$ cat src/rtl/mult_seq.sv
// mult_seq: multi-cycle unsigned 32x32->32 shift-and-add multiplier driving the shared ALU
// Ports:
//   clk, rst           clock (rising edge), asynchronous active-high reset
//   start, op_a, op_b  request and operands, sampled only when idle
//   busy               operation in progress, also selects this block's ALU controls
//   done               one-cycle completion pulse
//   product, ovf       low 32 bits of op_a*op_b and exact overflow, held until next start
//   alu_data1/2, alu_op, alu_flag_sel, alu_shamt, alu_is_log, alu_dir  ALU controls
//   alu_result, alu_flag  combinational ALU outputs
// Option: MULT_SEQ_EARLY_EXIT_EN finishes as soon as no multiplier bits remain.
module mult_seq (
    input  logic        clk,
    input  logic        rst,
    input  logic        start,
    input  logic [31:0] op_a,
    input  logic [31:0] op_b,
    output logic        busy,
    output logic        done,
    output logic [31:0] product,
    output logic        ovf,
    output logic [31:0] alu_data1,
    output logic [31:0] alu_data2,
    output logic [2:0]  alu_op,
    output logic [2:0]  alu_flag_sel,
    output logic [4:0]  alu_shamt,
    output logic        alu_is_log,
    output logic        alu_dir,
    input  logic [31:0] alu_result,
    input  logic        alu_flag
);
    typedef enum logic [1:0] {IDLE, ADD, SHIFT} state_t;
    state_t      state;
    logic [31:0] acc;
    logic [31:0] mcand;
    logic [31:0] mplier;
    logic [5:0]  cnt;
    logic        last;
    // ADD: acc + mcand with carry flag; SHIFT: logical left shift of mcand by one
    always_comb begin
        alu_data1    = (state == ADD) ? acc : 32'd0;
        alu_data2    = (state == IDLE) ? 32'd0 : mcand;
        alu_op       = (state == SHIFT) ? 3'b100 : 3'b000;
        alu_flag_sel = (state == SHIFT) ? 3'b111 : 3'b000;
        alu_shamt    = (state == SHIFT) ? 5'd1 : 5'd0;
        alu_is_log   = (state == SHIFT);
        alu_dir      = (state == SHIFT);
`ifdef MULT_SEQ_EARLY_EXIT_EN
        last         = (cnt == 6'd31) || (mplier[31:1] == 31'd0);
`else
        last         = (cnt == 6'd31);
`endif
    end
    always_ff @(posedge clk or posedge rst) begin
        if (rst) begin
            state   <= IDLE;
            acc     <= 32'd0;
            mcand   <= 32'd0;
            mplier  <= 32'd0;
            cnt     <= 6'd0;
            product <= 32'd0;
            ovf     <= 1'b0;
            busy    <= 1'b0;
            done    <= 1'b0;
        end else begin
            done <= 1'b0;
            case (state)
                IDLE: if (start) begin
                    acc     <= 32'd0;
                    mcand   <= op_a;
                    mplier  <= op_b;
                    cnt     <= 6'd0;
                    product <= 32'd0;
                    ovf     <= 1'b0;
                    busy    <= 1'b1;
                    state   <= ADD;
                end
                ADD: begin
                    if (mplier[0]) begin
                        acc <= alu_result;
                        ovf <= ovf | alu_flag;
                    end
                    state <= SHIFT;
                end
                SHIFT: begin
                    mcand  <= alu_result;
                    // a multiplicand bit shifted out is lost only if a later add would use it
                    ovf    <= ovf | (mcand[31] & (mplier[31:1] != 31'd0));
                    mplier <= mplier >> 1;
                    cnt    <= cnt + 6'd1;
                    if (last) begin
                        product <= acc;
                        busy    <= 1'b0;
                        done    <= 1'b1;
                        state   <= IDLE;
                    end else begin
                        state <= ADD;
                    end
                end
                default: state <= IDLE;
            endcase
        end
    end
endmodule

$ cat config.mk
export PLATFORM = sky130hd
export DESIGN_NAME = mult_seq
export DESIGN_NICKNAME = d
export VERILOG_FILES = /design/src/rtl/mult_seq.sv
export SDC_FILE = /design/constraint.sdc
export NUM_CORES = 1
export LEC_CHECK = 0
export CORE_MARGIN = 2
export CORE_UTILIZATION = 50
export CTS_BUF_LIST = sky130_fd_sc_hd__clkbuf_8 sky130_fd_sc_hd__clkbuf_16
export CTS_CLUSTER_SIZE = 8
export DETAILED_ROUTE_END_ITERATION = 10
export GPL_ROUTABILITY_DRIVEN = 1
export PLACE_DENSITY = 0.85
export REMOVE_ABC_BUFFERS = 1
export SYNTH_ARGS = -nofsm -noshare
export SYNTH_HDL_FRONTEND = slang
export SYNTH_SLANG_ARGS = --single-unit
$ cat constraint.sdc
create_clock -name clk -period 7.84 [get_ports clk]
set_clock_uncertainty 0.1 [all_clocks]
set_input_delay 1.96 -clock clk [delete_from_list [all_inputs] [get_ports clk]]
set_output_delay 1.96 -clock clk [all_outputs]
set_load 0.02 [all_outputs]
Word level (Yosys, flattened, before mapping)
Cells that the tools add are included.

word-level totals
  register bits = 139
  logic and storage cells = 55
  bits of input ports = 100

cells by class
  multiplexer cells = 27
  add/sub/neg operators = 1
  reduce and logical (&&, ||, !) cells = 9
  equality and inequality tests = 6
  bitwise gates (word level) = 3

operator list
  operator             number
  $pmux 32 s2          4
  $mux 32              7
  $reduce_bool 31->1   1
  $pmux 6 s2           1
  $reduce_and 3->1     3
  $mux 1               8
  $add 6x1->6 const B  1
  $eq 6x5->1 const B   1
  $mux 3               2
  $mux 6               1
  $pmux 2 s3           1
  $ne 2x2->1 const B   2
  $reduce_bool 2->1    2
  $pmux 1 s3           1
  $reduce_bool 3->1    1
  $eq 2x1->1 const B   1
  $eq 2x2->1 const B   1
  $logic_not 2->1      1
  $mux 2               1
  $ne 2x1->1 const B   1
  $or 1x1->1           2
  $pmux 1 s2           1
  $reduce_and 2->1     1
  $and 1x1->1          1

Depth between registers and ports, before layout
Gate-level depths: netlist (run 1).

  word-level depth = 4
  depth in mapped cells = 9
  mapped depth without buffers = 6

Worst setup path before layout (run 1)
OpenSTA, ideal clock, no wires.

  path type = reg-to-output
  start = reg state[1]
  end = out alu_data1[10]
  slack = 4.443 ns
  path buffers = 2
  required time = 5.780 ns
  cell stages (with the launch flop) = 6
  arrival = 1.337 ns
  cells stage by stage = dfrtp_1 > inv_1 > ha_1 > clkbuf_1 > clkbuf_1 > and2_1

on the way
  longest elaborated chain between the ends = 2

ends and longest elaborated chain
  element                 RTL line  RTL
  start, declared         32        state_t state;
  start signal, assigned  55        state <= IDLE;
  start signal, assigned  75        state <= ADD;
  start signal, assigned  82        state <= SHIFT;
  $eq 2x1->1              40        alu_data1 = (state == ADD) ? acc : 32'd0;
  $mux 32                 40
  end, declared           21        output logic [31:0] alu_data1,

No other way between the ends.

Worst setup path after layout (run 1)
  start = reg state[0]
  end = out alu_flag_sel[1]

on the way
  longest elaborated chain between the ends = 2

ends and longest elaborated chain
  element        RTL line  RTL
  $eq 2x2->1     43        alu_flag_sel = (state == SHIFT) ? 3'b111 : 3'b000;
  $mux 3         43
  end, declared  24        output logic [2:0] alu_flag_sel,

No other way between the ends.

==> flow_summary.json, run 1 <==
{
  "critPathSlowestCell": "clkdlybuf4s50_1",
  "yosys-mux-area-fraction_pct": 10.3,
  "p_leak_nw": 4.48,
  "grt_max_degree": 128,
  "place_inst": 975,
  "rows": 41,
  "yosys.area_share.simple_pct": 19.4,
  "path_clk_slew_ns": 0.06,
  "synth_adder_area_share_pct": 0.952,
  "cap_violations": 0,
  "synth_top_family_by_area": "simple AND/OR/NAND/NOR gates",
  "gp_congestion": 0.869,
  "ys.flop_type": "dfrtp_1",
  "detail_route.wl_per_cell_um": 17.6,
  "power_density_nw_per_um2": 187,
  "die_area_um2": 14100,
  "grt_use_total_pct": 25.5,
  "syn-instance-count": 645,
  "syn-cell-area_um2": 6570,
  "grt_setup_unrepaired": "false",
  "worst_pin_slew_ns": 1.06,
  "worst_path_largest_cell_delay_ns": 0.72,
  "hp-start": "mcand[11]$_DFFE_PP0P_",
  "netlist.area_leader.share_pct": 52.9,
  "antenna_found_initial": 0,
  "die_w_um": 119,
  "holdCritPathClass": "flop to flop",
  "die_y_um": 119,
  "syn2layout_area_growth_pct": 40.1,
  "synth.top_cells.by_count": "dfrtp_1 (139), nand2_1 (133), mux2i_1 (65), o21ai_0 (65)",
  "critPathCaptureType": "primary output",
  "finalCriticalPeriod_ns": 5.05,
  "drt-initial-drc-count": 508,
  "drcViolationCount": 0,
  "diodes": 0,
  "regToRegSetupSlack_ns": 4.58,
  "htreeDepth": 4,
  "num_vias": 5470,
  "clock_sink_count": 139,
  "regToRegStartpoint": "state[0]$_DFFE_PP0P_",
  "synth_cell_type_count": 38,
  "use_met2_pct": 42.6,
  "fillers": 912,
  "final_nets": 927,
  "fin_crit_sh_pct": 64.4,
  "whs_path_depth": 2,
  "synth_seq_cells": 139,
  "place_area_um2": 8570,
  "grt_pass1_wl_um": 28400,
  "layout-drive-gt1-share_pct": 5.64,
  "post_cts_buffers": 0,
  "outcome": "finished clean",
  "met3_usage_pct": 6.56,
  "final-hold-violation-count": 0,
  "cts_hold_buffers": 0,
  "drtPass1Iterations": 7,
  "yosysSeqAreaShare_pct": 52.9,
  "core-area_um2": 12700,
  "cp.arrival_ns": 2.99,
  "cts_buffer_depth": 2,
  "slew_headroom_pct": 29.6,
  "drv_slew": 0,
  "vdd_drop_max_mv": 0.112,
  "clk_latency_ns": 0.41,
  "cts-root-buf": "clkbuf_16",
  "synth_xor_area_share_pct": 0.533,
  "cp-start-kind": "flop",
  "vias_per_cell": 5.44,
  "ys_warn_count": 0,
  "initial_utilization_pct": 51.6,
  "required_ns": 5.78,
  "dp_hpwl_um": 12200,
  "ant_nets": 0,
  "worst_r2r_path_depth": 5,
  "fin_area_um2": 9210,
  "gr-total-overflow": 0,
  "synth_compound_area_share_pct": 9.83,
  "grt_pass1_vias": 5572,
  "synthTopCellsByArea": "dfrtp_1 (53%), mux2i_1 (9.9%), nand2_1 (7.6%)",
  "numCtsBuffers": 17,
  "hold_path_end": "mcand[11]$_DFFE_PP0P_",
  "io_pins": 212,
  "async_reset_ff_share_pct": 100,
  "yosys.cell_count.top_type": "dfrtp_1",
  "critical_path_class": "flop to primary output",
  "wl_um": 17700,
  "max_freq_ghz": 0.198,
  "rr_endpoint": "mcand[21]$_DFFE_PP0P_",
  "synth-edff-count": 0,
  "met1_usage_pct": 31.9,
  "tritoncts": "done",
  "worst-path-max-fanout": 42,
  "cp_cell_sequence": "inv_1, ha_4, buf_4, clkdlybuf4s50_1",
  "final_cell_count_no_fill": 1006,
  "io_buffers": 205,
  "yosysTopAreaCell": "dfrtp_1",
  "post_synth.cell_area_avg_um2": 10.2,
  "cts.repair.resized": 0,
  "setup_viol": 0,
  "grt.busiest_layer": "met2"
}
## state kept, by name, indices dropped and copies added (netlist names)
name	count
ovf	1
done	1
product	32
state	2
acc	32
busy	1
mplier	32
mcand	32
cnt	6
## cell type report
type                       count  area (um^2)  area share (%)
clock buffer                  18          439            4.77
clock inverter                13          200            2.17
inverter                       4         20.0           0.217
multi-input combinational    448         2750            29.9
sequential                   139         3480            37.8
tap                          172          215            2.34
timing repair buffer         212         2100            22.9
## kinds of logic (layout without fill, tap and decap cells)
logic type,count (synthesis),after routing
other cells,1,6
buf+inv,63,247
flops,139,139
mux,67,67
fa+ha+maj,5,5
simple gates,264,264
compound gates,102,102
xor+xnor,4,4
## metrics by stage
stage	TNS, ns	setup slack [ns]	utilization, %	power, W	hold slack [ns]
floorplan	-1.49	-0.210	-	0.000781	0.342
global placement	0	3.28	67.3	0.000860	0.354
detailed placement	0	3.24	67.3	0.000862	0.362
CTS	0	2.78	72.4	0.00173	0.375
global route	0	2.67	72.4	0.00177	0.388
finish	0	2.79	72.4	0.00172	0.369
## power breakdown
group | total [W] | switching [W] | internal [W]
Sequential | 0.000730 | 0.00000419 | 0.000726
Clock | 0.000868 | 0.000299 | 0.000569
Combinational | 0.000119 | 0.0000522 | 0.0000672
## critical path: cells and delay by family, from the launching register on
family / cells / cell delay, ns
adder cells (fa/ha/maj): 1 / 0.67
flip-flops: 1 / 0.41
buffers and inverters: 3 / 1.50
## worst max-delay path by stage
stage                               from            endpoint  slack, ns  cells after the start
floorplan           state[0]$_DFFE_PP0P_  cnt[5]$_DFFE_PP0P_      -0.21                      6
global placement    state[0]$_DFFE_PP0P_     alu_flag_sel[1]       3.28                      4
detailed placement  state[0]$_DFFE_PP0P_     alu_flag_sel[1]       3.24                      4
CTS                 state[0]$_DFFE_PP0P_     alu_flag_sel[1]       2.78                      4
global route        state[0]$_DFFE_PP0P_          alu_is_log       2.67                      4
finish              state[0]$_DFFE_PP0P_     alu_flag_sel[1]       2.79                      4
## layout by cell type, fill, tap and decap left out, types with 2 or more instances in the layout
master / instances
a22o_1: 33
and2_1: 32
buf_4: 7
bufinv_16: 5
clkbuf_16: 17
clkdlybuf4s50_1: 205
clkinv_2: 2
clkinvlp_4: 2
conb_1: 6
dfrtp_1: 139
ha_1: 2
ha_2: 2
inv_1: 5
inv_6: 2
mux2i_1: 65
nand2_1: 133
nand3_1: 33
nand4_1: 3
nor2_1: 8
nor2b_1: 33
nor3_1: 3
nor3_4: 2
nor4_1: 9
o21ai_0: 65
xor2_1: 3
## routing by layer
| layer | part of all wire [%] | wire [um] | vias up |
|---|---|---|---|
| met4 | 2.4 | 430 | 0 |
| met2 | 49 | 8630 | 274 |
| met5 | 0 | 0 | - |
| met3 | 7.6 | 1350 | 40 |
| met1 | 41 | 7310 | 2618 |
| li1 | - | - | 2538 |
No activity file was read; power rests on OpenSTA's default activity.
==> run 2, diff against run 1 <==
--- a/config.mk
+++ b/config.mk
@@ -6,12 +6,12 @@
 export NUM_CORES = 1
 export LEC_CHECK = 0
 export CORE_MARGIN = 2
-export CORE_UTILIZATION = 50
+export CORE_UTILIZATION = 47
 export CTS_BUF_LIST = sky130_fd_sc_hd__clkbuf_8 sky130_fd_sc_hd__clkbuf_16
 export CTS_CLUSTER_SIZE = 8
 export DETAILED_ROUTE_END_ITERATION = 10
 export GPL_ROUTABILITY_DRIVEN = 1
-export PLACE_DENSITY = 0.85
+export PLACE_DENSITY = 0.8
 export REMOVE_ABC_BUFFERS = 1
 export SYNTH_ARGS = -nofsm -noshare
 export SYNTH_HDL_FRONTEND = slang
==> constraint.sdc (replaced) <==
create_clock -name clk -period 5.26 [get_ports clk]
set_clock_uncertainty 0.1 [all_clocks]
set_input_delay 1.315 -clock clk [delete_from_list [all_inputs] [get_ports clk]]
set_output_delay 1.315 -clock clk [all_outputs]
set_load 0.02 [all_outputs]
==> flow_summary.json, run 2 (synthesis gave the netlist of run 1 again) <==
{
  "vias_per_cell": 5.33,
  "grt_setup_unrepaired": "false",
  "io_pins": 212,
  "setup_tns_ns": 0,
  "cp.arrival_ns": 2.68,
  "final_common_cell": "clkdlybuf4s50_1",
  "gp_congestion": 0.835,
  "cts-root-buf": "clkbuf_16",
  "drv_slew": 0,
  "final_nets": 929,
  "die_area_um2": 14900,
  "critical_path_class": "flop to primary output",
  "grt_pass1_vias": 5323,
  "die_w_um": 122,
  "cp-start-kind": "flop",
  "cap_violations": 0,
  "die_y_um": 122,
  "fillers": 1075,
  "rows": 43,
  "grt_pass1_wl_um": 27200,
  "diodes": 0,
  "tritoncts": "done",
  "syn2layout_area_growth_pct": 40.6,
  "htreeDepth": 4,
  "io_buffers": 205,
  "dp_hpwl_um": 11900,
  "path_clk_slew_ns": 0.06,
  "fin_hold_ws_ns": 0.370,
  "cts_hold_buffers": 0,
  "antenna_found_initial": 0,
  "gr-total-overflow": 0,
  "holdCritPathClass": "flop to flop",
  "setup_viol": 0,
  "clock_sink_count": 139,
  "final-hold-violation-count": 0,
  "detail_route.wl_per_cell_um": 17.2,
  "clk_latency_ns": 0.41,
  "grt_max_degree": 120,
  "wl_um": 17400,
  "numCtsBuffers": 17,
  "slew_headroom_pct": 29.9,
  "fin_crit_sh_pct": 77.8,
  "layout_common_cells": "clkdlybuf4s50_1 (205), dfrtp_1 (139), nand2_1 (133)",
  "power_density_nw_per_um2": 278,
  "drcViolationCount": 0,
  "layout-drive-gt1-share_pct": 6.10,
  "fin_ws_ns": 1.17,
  "ant_nets": 0,
  "drt-initial-drc-count": 308,
  "worst_pin_slew_ns": 1.05,
  "grt_use_total_pct": 23.5,
  "dp_slack_ns": 1.56,
  "post_cts_buffers": 0,
  "initial_utilization_pct": 47.7,
  "vdd_drop_max_mv": 0.171,
  "worst-path-max-fanout": 55,
  "p_leak_nw": 4.49,
  "cts.repair.resized": 0,
  "core-area_um2": 13800,
  "cts_buffer_depth": 2,
  "required_ns": 3.85,
  "critPathCaptureType": "primary output",
  "num_vias": 5412,
  "outcome": "finished clean",
  "drtPass1Iterations": 5,
  "finalCriticalPeriod_ns": 4.09,
  "max_freq_ghz": 0.244
}
run 2: final timing paths:
check | startpoint | to | slack, ns | cells past startpoint
hold reg to reg | mcand[0]$_DFFE_PP0P_ | mcand[0]$_DFFE_PP0P_ | 0.37 | 2
setup reg to reg | state[0]$_DFFE_PP0P_ | product[5]$_DFFE_PP0P_ | 1.85 | 7
setup / recovery | state[1]$_DFFE_PP0P_ | alu_data1[29] | 1.17 | 4
max in group asynchronous | rst | product[18]$_DFFE_PP0P_ | 2.70 | 3
hold / removal | mcand[0]$_DFFE_PP0P_ | mcand[0]$_DFFE_PP0P_ | 0.37 | 2
min in group asynchronous | rst | mplier[11]$_DFFE_PP0P_ | 1.44 | 2
run 2: layer usage:
layer | vias to the layer above | wire length (um) | track usage, %
met5 | - | 0 | 0
met4 | 0 | 129 | 5.60
met3 | 12 | 1220 | 5.90
met2 | 217 | 8680 | 40.0
met1 | 2650 | 7410 | 30.2
li1 | 2533 | - | -
run 2: area by class of cell:
| type | instances | area [um^2] | area share (%) |
|---|---|---|---|
| repair buffers | 214 | 2120 | 22.9 |
| inverters | 4 | 20.0 | 0.217 |
| multi-input cells | 448 | 2750 | 29.8 |
| flip-flops and latches | 139 | 3480 | 37.7 |
| well taps | 180 | 225 | 2.44 |
| clock buffers | 17 | 425 | 4.61 |
| clock inverters | 14 | 219 | 2.37 |
run 2: report_power, final:
part	total [W]	internal [W]	switching (W)
clock network	0.00130	0.000843	0.000462
registers	0.00109	0.00108	0.00000569
logic	0.000173	0.0000999	0.0000734
total	0.00257	0.00202	0.000541
run 2: stage by stage:
step / cells / area, um^2 / utilization, % / total power [W]
after floorplan: 591 / 6210 / - / 0.00116
after global placement: 985 / 8590 / 62.4 / 0.00128
after detailed placement: 985 / 8590 / 62.4 / 0.00128
after CTS: 1016 / 9240 / 67.1 / 0.00258
after global routing: 1016 / 9240 / 67.1 / 0.00264
final: 1016 / 9240 / 67.1 / 0.00257
run 2: critical path, stage by stage, from the launching register on:
cell and delay [ns]:
dfrtp_1 0.42, inv_1 0.12, ha_2 0.85, and2_1 0.26
clkdlybuf4s50_1 0.62
